$ cat src/rtl/wb_ram_bridge.sv
// Wishbone classic slave bridging one address window onto a 256-word byte-writable sync SRAM.
// Optional one-entry read cache is compiled in when WB_RAM_RDCACHE_EN is defined.
module wb_ram_bridge #(
  parameter int          ADDR_W   = 8,
  parameter logic [31:0] BASE_ADR = 32'h3000_0000,
  parameter logic [31:0] ADR_MASK = 32'hFFFF_FC00
) (
  input  logic              wb_clk_i,
  input  logic              wb_rst_i,
  input  logic              wbs_cyc_i,
  input  logic              wbs_stb_i,
  input  logic              wbs_we_i,
  input  logic [3:0]        wbs_sel_i,
  input  logic [31:0]       wbs_adr_i,
  input  logic [31:0]       wbs_dat_i,
  output logic              wbs_ack_o,
  output logic [31:0]       wbs_dat_o,
  output logic              ram_en0,
  output logic [ADDR_W-1:0] ram_a0,
  output logic [31:0]       ram_di0,
  output logic [3:0]        ram_we0,
  input  logic [31:0]       ram_do0
);

  typedef enum logic [1:0] {IDLE, ACCESS, RDATA, ACK} state_t;

  state_t              state_q, state_d;
  logic                ack_q, ack_d;
  logic [31:0]         dat_q, dat_d;
  logic                en_q, en_d;
  logic [ADDR_W-1:0]   a_q, a_d;
  logic [31:0]         di_q, di_d;
  logic [3:0]          we_q, we_d;
  logic                wr_q, wr_d;

  logic                hit;
  logic [ADDR_W-1:0]   word_adr;
  logic                cache_hit;
  logic [31:0]         cache_data;

  assign word_adr = wbs_adr_i[ADDR_W+1:2];
  // ~ack keeps a strobe still held through the ack cycle from starting a second transfer
  assign hit = wbs_cyc_i & wbs_stb_i & ~ack_q &
               ((wbs_adr_i & ADR_MASK) == (BASE_ADR & ADR_MASK));

`ifdef WB_RAM_RDCACHE_EN
  logic              cv_q, cv_d;
  logic [ADDR_W-1:0] ca_q, ca_d;
  logic [31:0]       cd_q, cd_d;

  always_comb begin
    cv_d = cv_q;
    ca_d = ca_q;
    cd_d = cd_q;
    if (state_q == IDLE && hit && wbs_we_i && ca_q == word_adr) begin
      cv_d = 1'b0;
    end
    if (state_q == RDATA && wbs_cyc_i) begin
      cv_d = 1'b1;
      ca_d = a_q;
      cd_d = ram_do0;
    end
  end

  always_ff @(posedge wb_clk_i or posedge wb_rst_i) begin
    if (wb_rst_i) begin
      cv_q <= 1'b0;
      ca_q <= '0;
      cd_q <= '0;
    end else begin
      cv_q <= cv_d;
      ca_q <= ca_d;
      cd_q <= cd_d;
    end
  end

  assign cache_hit  = ~wbs_we_i & cv_q & (ca_q == word_adr);
  assign cache_data = cd_q;
`else
  assign cache_hit  = 1'b0;
  assign cache_data = '0;
`endif

  always_ff @(posedge wb_clk_i or posedge wb_rst_i) begin
    if (wb_rst_i) begin
      state_q <= IDLE;
      ack_q   <= 1'b0;
      dat_q   <= '0;
      en_q    <= 1'b0;
      a_q     <= '0;
      di_q    <= '0;
      we_q    <= '0;
      wr_q    <= 1'b0;
    end else begin
      state_q <= state_d;
      ack_q   <= ack_d;
      dat_q   <= dat_d;
      en_q    <= en_d;
      a_q     <= a_d;
      di_q    <= di_d;
      we_q    <= we_d;
      wr_q    <= wr_d;
    end
  end

  always_comb begin
    state_d = state_q;
    case (state_q)
      IDLE:    if (hit) state_d = cache_hit ? ACK : ACCESS;
      ACCESS:  if (!wbs_cyc_i) state_d = IDLE;
               else state_d = wr_q ? ACK : RDATA;
      RDATA:   state_d = wbs_cyc_i ? ACK : IDLE;
      ACK:     state_d = IDLE;
      default: state_d = IDLE;
    endcase
  end

  // Output registers; address and write data hold, strobes default low
  always_comb begin
    ack_d = 1'b0;
    dat_d = dat_q;
    en_d  = 1'b0;
    a_d   = a_q;
    di_d  = di_q;
    we_d  = 4'b0;
    wr_d  = wr_q;
    case (state_q)
      IDLE: begin
        if (hit && cache_hit) begin
          dat_d = cache_data;
          ack_d = 1'b1;
        end else if (hit) begin
          a_d  = word_adr;
          di_d = wbs_dat_i;
          en_d = 1'b1;
          we_d = wbs_we_i ? wbs_sel_i : 4'b0;
          wr_d = wbs_we_i;
        end
      end
      ACCESS: begin
        if (wbs_cyc_i) begin
          ack_d = wr_q;
          en_d  = ~wr_q;
        end
      end
      RDATA: begin
        if (wbs_cyc_i) begin
          dat_d = ram_do0;
          ack_d = 1'b1;
        end
      end
      default: ;
    endcase
  end

  assign wbs_ack_o = ack_q;
  assign wbs_dat_o = dat_q;
  assign ram_en0   = en_q;
  assign ram_a0    = a_q;
  assign ram_di0   = di_q;
  assign ram_we0   = we_q;

endmodule

$ cat config.mk
export PLATFORM = sky130hd
export DESIGN_NAME = wb_ram_bridge
export DESIGN_NICKNAME = d
export VERILOG_FILES = /design/src/rtl/wb_ram_bridge.sv
export SDC_FILE = /design/constraint.sdc
export NUM_CORES = 1
export LEC_CHECK = 0
export BUFFER_PORTS_ARGS = -buffer_cell sky130_fd_sc_hd__buf_2
export CAP_MARGIN = 10
export CORE_UTILIZATION = 43
export DETAILED_ROUTE_END_ITERATION = 8
export GPL_TIMING_DRIVEN = 0
export PLACE_DENSITY_LB_ADDON = 0.12
export SYNTH_ARGS = -nofsm -noshare
export SYNTH_HDL_FRONTEND = slang
export SYNTH_SLANG_ARGS = --single-unit
$ cat constraint.sdc
create_clock -name wb_clk_i -period 2.8 [get_ports wb_clk_i]
set_input_delay 0.14 -clock wb_clk_i [delete_from_list [all_inputs] [get_ports wb_clk_i]]
set_output_delay 0.14 -clock wb_clk_i [all_outputs]
set_load 0.005 [all_outputs]
* Word-level counts from Yosys, hierarchy flattened
Cells that the tools add are included.
Cells by class: eq/ne operators 5, mux-type cells 14, bitwise gates (word level) 5, reduce and logical (&&, ||, !) cells 3
Operators by type and width (count):
- $eq 22x20->1 const B | 1
- $mux 4 | 3
- $pmux 2 s4 | 1
- $mux 2 | 3
- $mux 1 | 5
- $eq 2x2->1 const B | 2
- $pmux 1 s2 | 2
- $reduce_and 2->1 | 2
- $and 1x1->1 | 3
- $eq 2x1->1 const B | 1
- $logic_not 2->1 | 1
- $ne 2x2->1 const B | 1
- $not 1->1 | 2
Storage, ports and cells: bits in registers 81, input bits 105, output and inout bits 78, logic and storage cells 35

* Depth between registers and ports, before layout
depth in word-level cells 5, depth in mapped cells 6, gate-level depth less buffers 5

* Least setup slack after synthesis
OpenSTA, ideal clock, no wires.
kind reg-to-reg, start register state_q[0], end register a_q[0], in the netlist ram_a0[0], library setup time 0.125 ns, arrival time 1.969 ns, data required time 2.675 ns, setup slack 0.706 ns, cell stages (with the launch flop) 7, buffers on the path 1, clock period less this slack 2.094 ns, path through dfrtp_1 inv_1 ha_1 or4b_1 nor3_4 buf_6 mux2_2
On the way: longest elaborated chain between the ends 2
Ends and longest elaborated chain:
- start, declared | line 27 | state_t state_q, state_d;
- start signal, assigned | line 95 | state_q <= state_d;
- $logic_not 2->1 | line 127 | case (state_q)
- $reduce_and 2->1 (no source line)
- end signal, assigned | line 90 | a_q <= '0;
- end signal, assigned | line 99 | a_q <= a_d;
- end, declared | line 31 | logic [ADDR_W-1:0] a_q, a_d;
Every way passes these cells. A chain may end at the register's enable or synchronous reset.

* Worst setup path after layout
start register state_q[0], end register a_q[6], in the netlist ram_a0[6]
Same word-level chain as after synthesis.

==> metrics.txt <==
Net Count, Synth 302; Slew Limit Fails 0; Syn Inst Count 194; minimum clock period 2340 ps; CTS tree done; Final setup violation count 0; Post-route DRC 0; final net count 495; initial antenna violation count 0; final wirelength 6990 µm; I/O pin count 183; cells on worst reg2reg path 6; Synth async-reset ratio 1.00; I/O Buffers 180; Fin. Hold Viols 0; Vias/cell 4.69; Final Power 3000 µW; Seq/Total Area, Yosys 0.646; FP Rows 30; top-count cell post-synth dfrtp_1; crit path max fanout 10; Setup crit start state_q[0]$_DFFE_PP0P_; Clock Tree Root clkbuf_8; n_diodes 0; unrepaired setup endpoints after global routing false; Worst-Margin Slew 591 ps; Leakage 0.00245 µW; per-cell routed wire length 14.4 µm; GPL Wtd Cong 0.717; FMAX 427 MHz; Setup TNS Final 0 ps; Data arrival, critical path 2560 ps; global-route wire length before repair 10700 µm; post_cts resized 0; Hold WC Path Type primary input to register; core area 6910 µm²; Critical Path End ram_a0[6]$_DFFE_PP0P_; Yosys cell types 23; Startpoint Class register; Longest Clk Path Bufs 2; DRT iter0 DRCs 31; crit share post-route 0.837; DP HPWL 5490 µm; Worst setup EP type register; worst endpoint required time 3010 ps; grt ovf 0; Die X 87.4 µm; clock tree sinks 81; largest net degree at the start of global routing 67; Reg clk slew, reported paths 80 ps; Yosys top cell area share 0.646; Die H 87.4 µm; Fin Clk Skew 9.79 ps; area of the mapped netlist 3140 µm²; Post-synth top cells dfrtp_1 (81), mux2_2 (73), nand2_1 (5), and4_1 (4), buf_6 (4); status completed; Power Dens Cells 688 nW/µm²; register bit total from synthesis 81; effective utilization at floorplan 0.455; Peak VDD IR 419 µV; CTS H-tree depth 3; die area 7650 µm²; Synth-to-Final Area Change 39.0%; CTS Buf Count 9; Crit Path Class register to register; vias in the first global route 2321; Synth area leader dfrtp_1; Avg Cell Area, Syn 16.2 µm²; Hold Slack 36.5 ps; Post-synth EDFFs 0; YS warnings 0; Util after Layout 0.632; Vias 2286; worst r2r dst ram_a0[6]$_DFFE_PP0P_; Final ANT Viol Nets 0; relative slew slack 0.603; layout cell share with drive strength beyond 1 0.698; R2R setup slack 460 ps; RR Startpoint state_q[0]$_DFFE_PP0P_; total of max-cap violations 0; drt first pass iters 4; Synth area leaders dfrtp_1 (65%), mux2_2 (26%), buf_6 (1.4%), ha_1 (1.2%), and4_1 (1.1%); worst-skew pair later-pin latency 330 ps; main flop type after synthesis dfrtp_1; total track usage 0.186
==> where the power goes <==
part           internal (µW)  leakage, µW  switching (µW)  total, µW
Clock                    339    0.0000822             379        719
Sequential              1420      0.00107             110       1530
Combinational            444      0.00130             308        752
==> state kept, by name, summed over array words and instances, names as in the netlist <==
signal     flops
ram_a0         8
ram_di0       32
ram_en0        1
ram_we0        4
state_q        2
wbs_ack_o      1
wbs_dat_o     32
wr_q           1
==> logic make-up after synthesis <==
family / count (synthesis) / synth area share
AO/OA/AOI/OAI: 5 / 0.0104
adder cells (fa/ha/maj): 3 / 0.0120
buffers and inverters: 10 / 0.0215
AND/OR/NAND/NOR: 22 / 0.0486
multiplexers: 73 / 0.262
flip-flops: 81 / 0.646
==> worst min-delay path by stage <==
stage / startpoint / to / slack (ps) / depth (start not counted)
floorplan: wbs_cyc_i / ram_en0$_DFF_PP0_ / 270 / 2
global placement: wbs_adr_i[3] / ram_a0[1]$_DFFE_PP0P_ / 370 / 2
detailed placement: wb_rst_i / ram_a0[0]$_DFFE_PP0P_ / 100 / 2
CTS: ram_do0[5] / wbs_dat_o[5]$_DFFE_PP0P_ / 20 / 2
global route: wbs_dat_i[14] / ram_di0[14]$_DFFE_PP0P_ / 20 / 2
finish: ram_do0[23] / wbs_dat_o[23]$_DFFE_PP0P_ / 40 / 2
==> per-stage QoR <==
stage	instance area [µm²]	setup slack, ps	std cells
detailed placement	4190	456	471
global placement	4160	-409	470
CTS	4360	433	487
global route	4360	333	487
finish	4360	456	487
floorplan	3140	580	194
==> layer usage <==
metal / wire, µm / GRT usage / vias to the layer above
met2: 3590 / 0.315 / 101
met5: 0 / 0 / -
met4: 115 / 0.0671 / 0
li1: - / - / 1076
met3: 527 / 0.0607 / 10
met1: 2760 / 0.223 / 1099
==> repair_timing <==
item / CTS / global route
buffers inserted: 0 / 0
hold endpoints to repair: 15 / 0
setup endpoints to repair: 0 / 0
hold buffers: 1 / 0
==> critical path: stages, from the launching register on <==
cell	delay (ps)
dfrtp_1	380
inv_1	110
ha_1	300
or4b_1	520
nor3_4	350
buf_6	220
mux2_2	350
==> cells in the final DEF, fill, tap and decap left out, types with 2 or more instances in the layout <==
cell type,synthesis,routed
inv_1,3,2
buf_6,4,4
nor4bb_1,2,2
dfrtp_1,81,81
mux2_2,73,73
buf_2,0,180
ha_1,3,3
buf_1,3,3
nand2_1,5,5
and4_1,4,4
clkbuf_8,0,10
nor4_1,3,3
clkinv_2,0,2
clkbuf_1,0,2
==> layout make-up <==
cell class	count	area (µm²)
repair buffers	182	938
inverters	3	13.8
clock buffers	12	145
well taps	96	120
fillers	589	2540
plain buffers	7	56.3
clock inverters	3	17.5
flip-flops and latches	81	2030
multi-input cells	103	1040
Note: power is estimated with default switching activity, not from simulation.
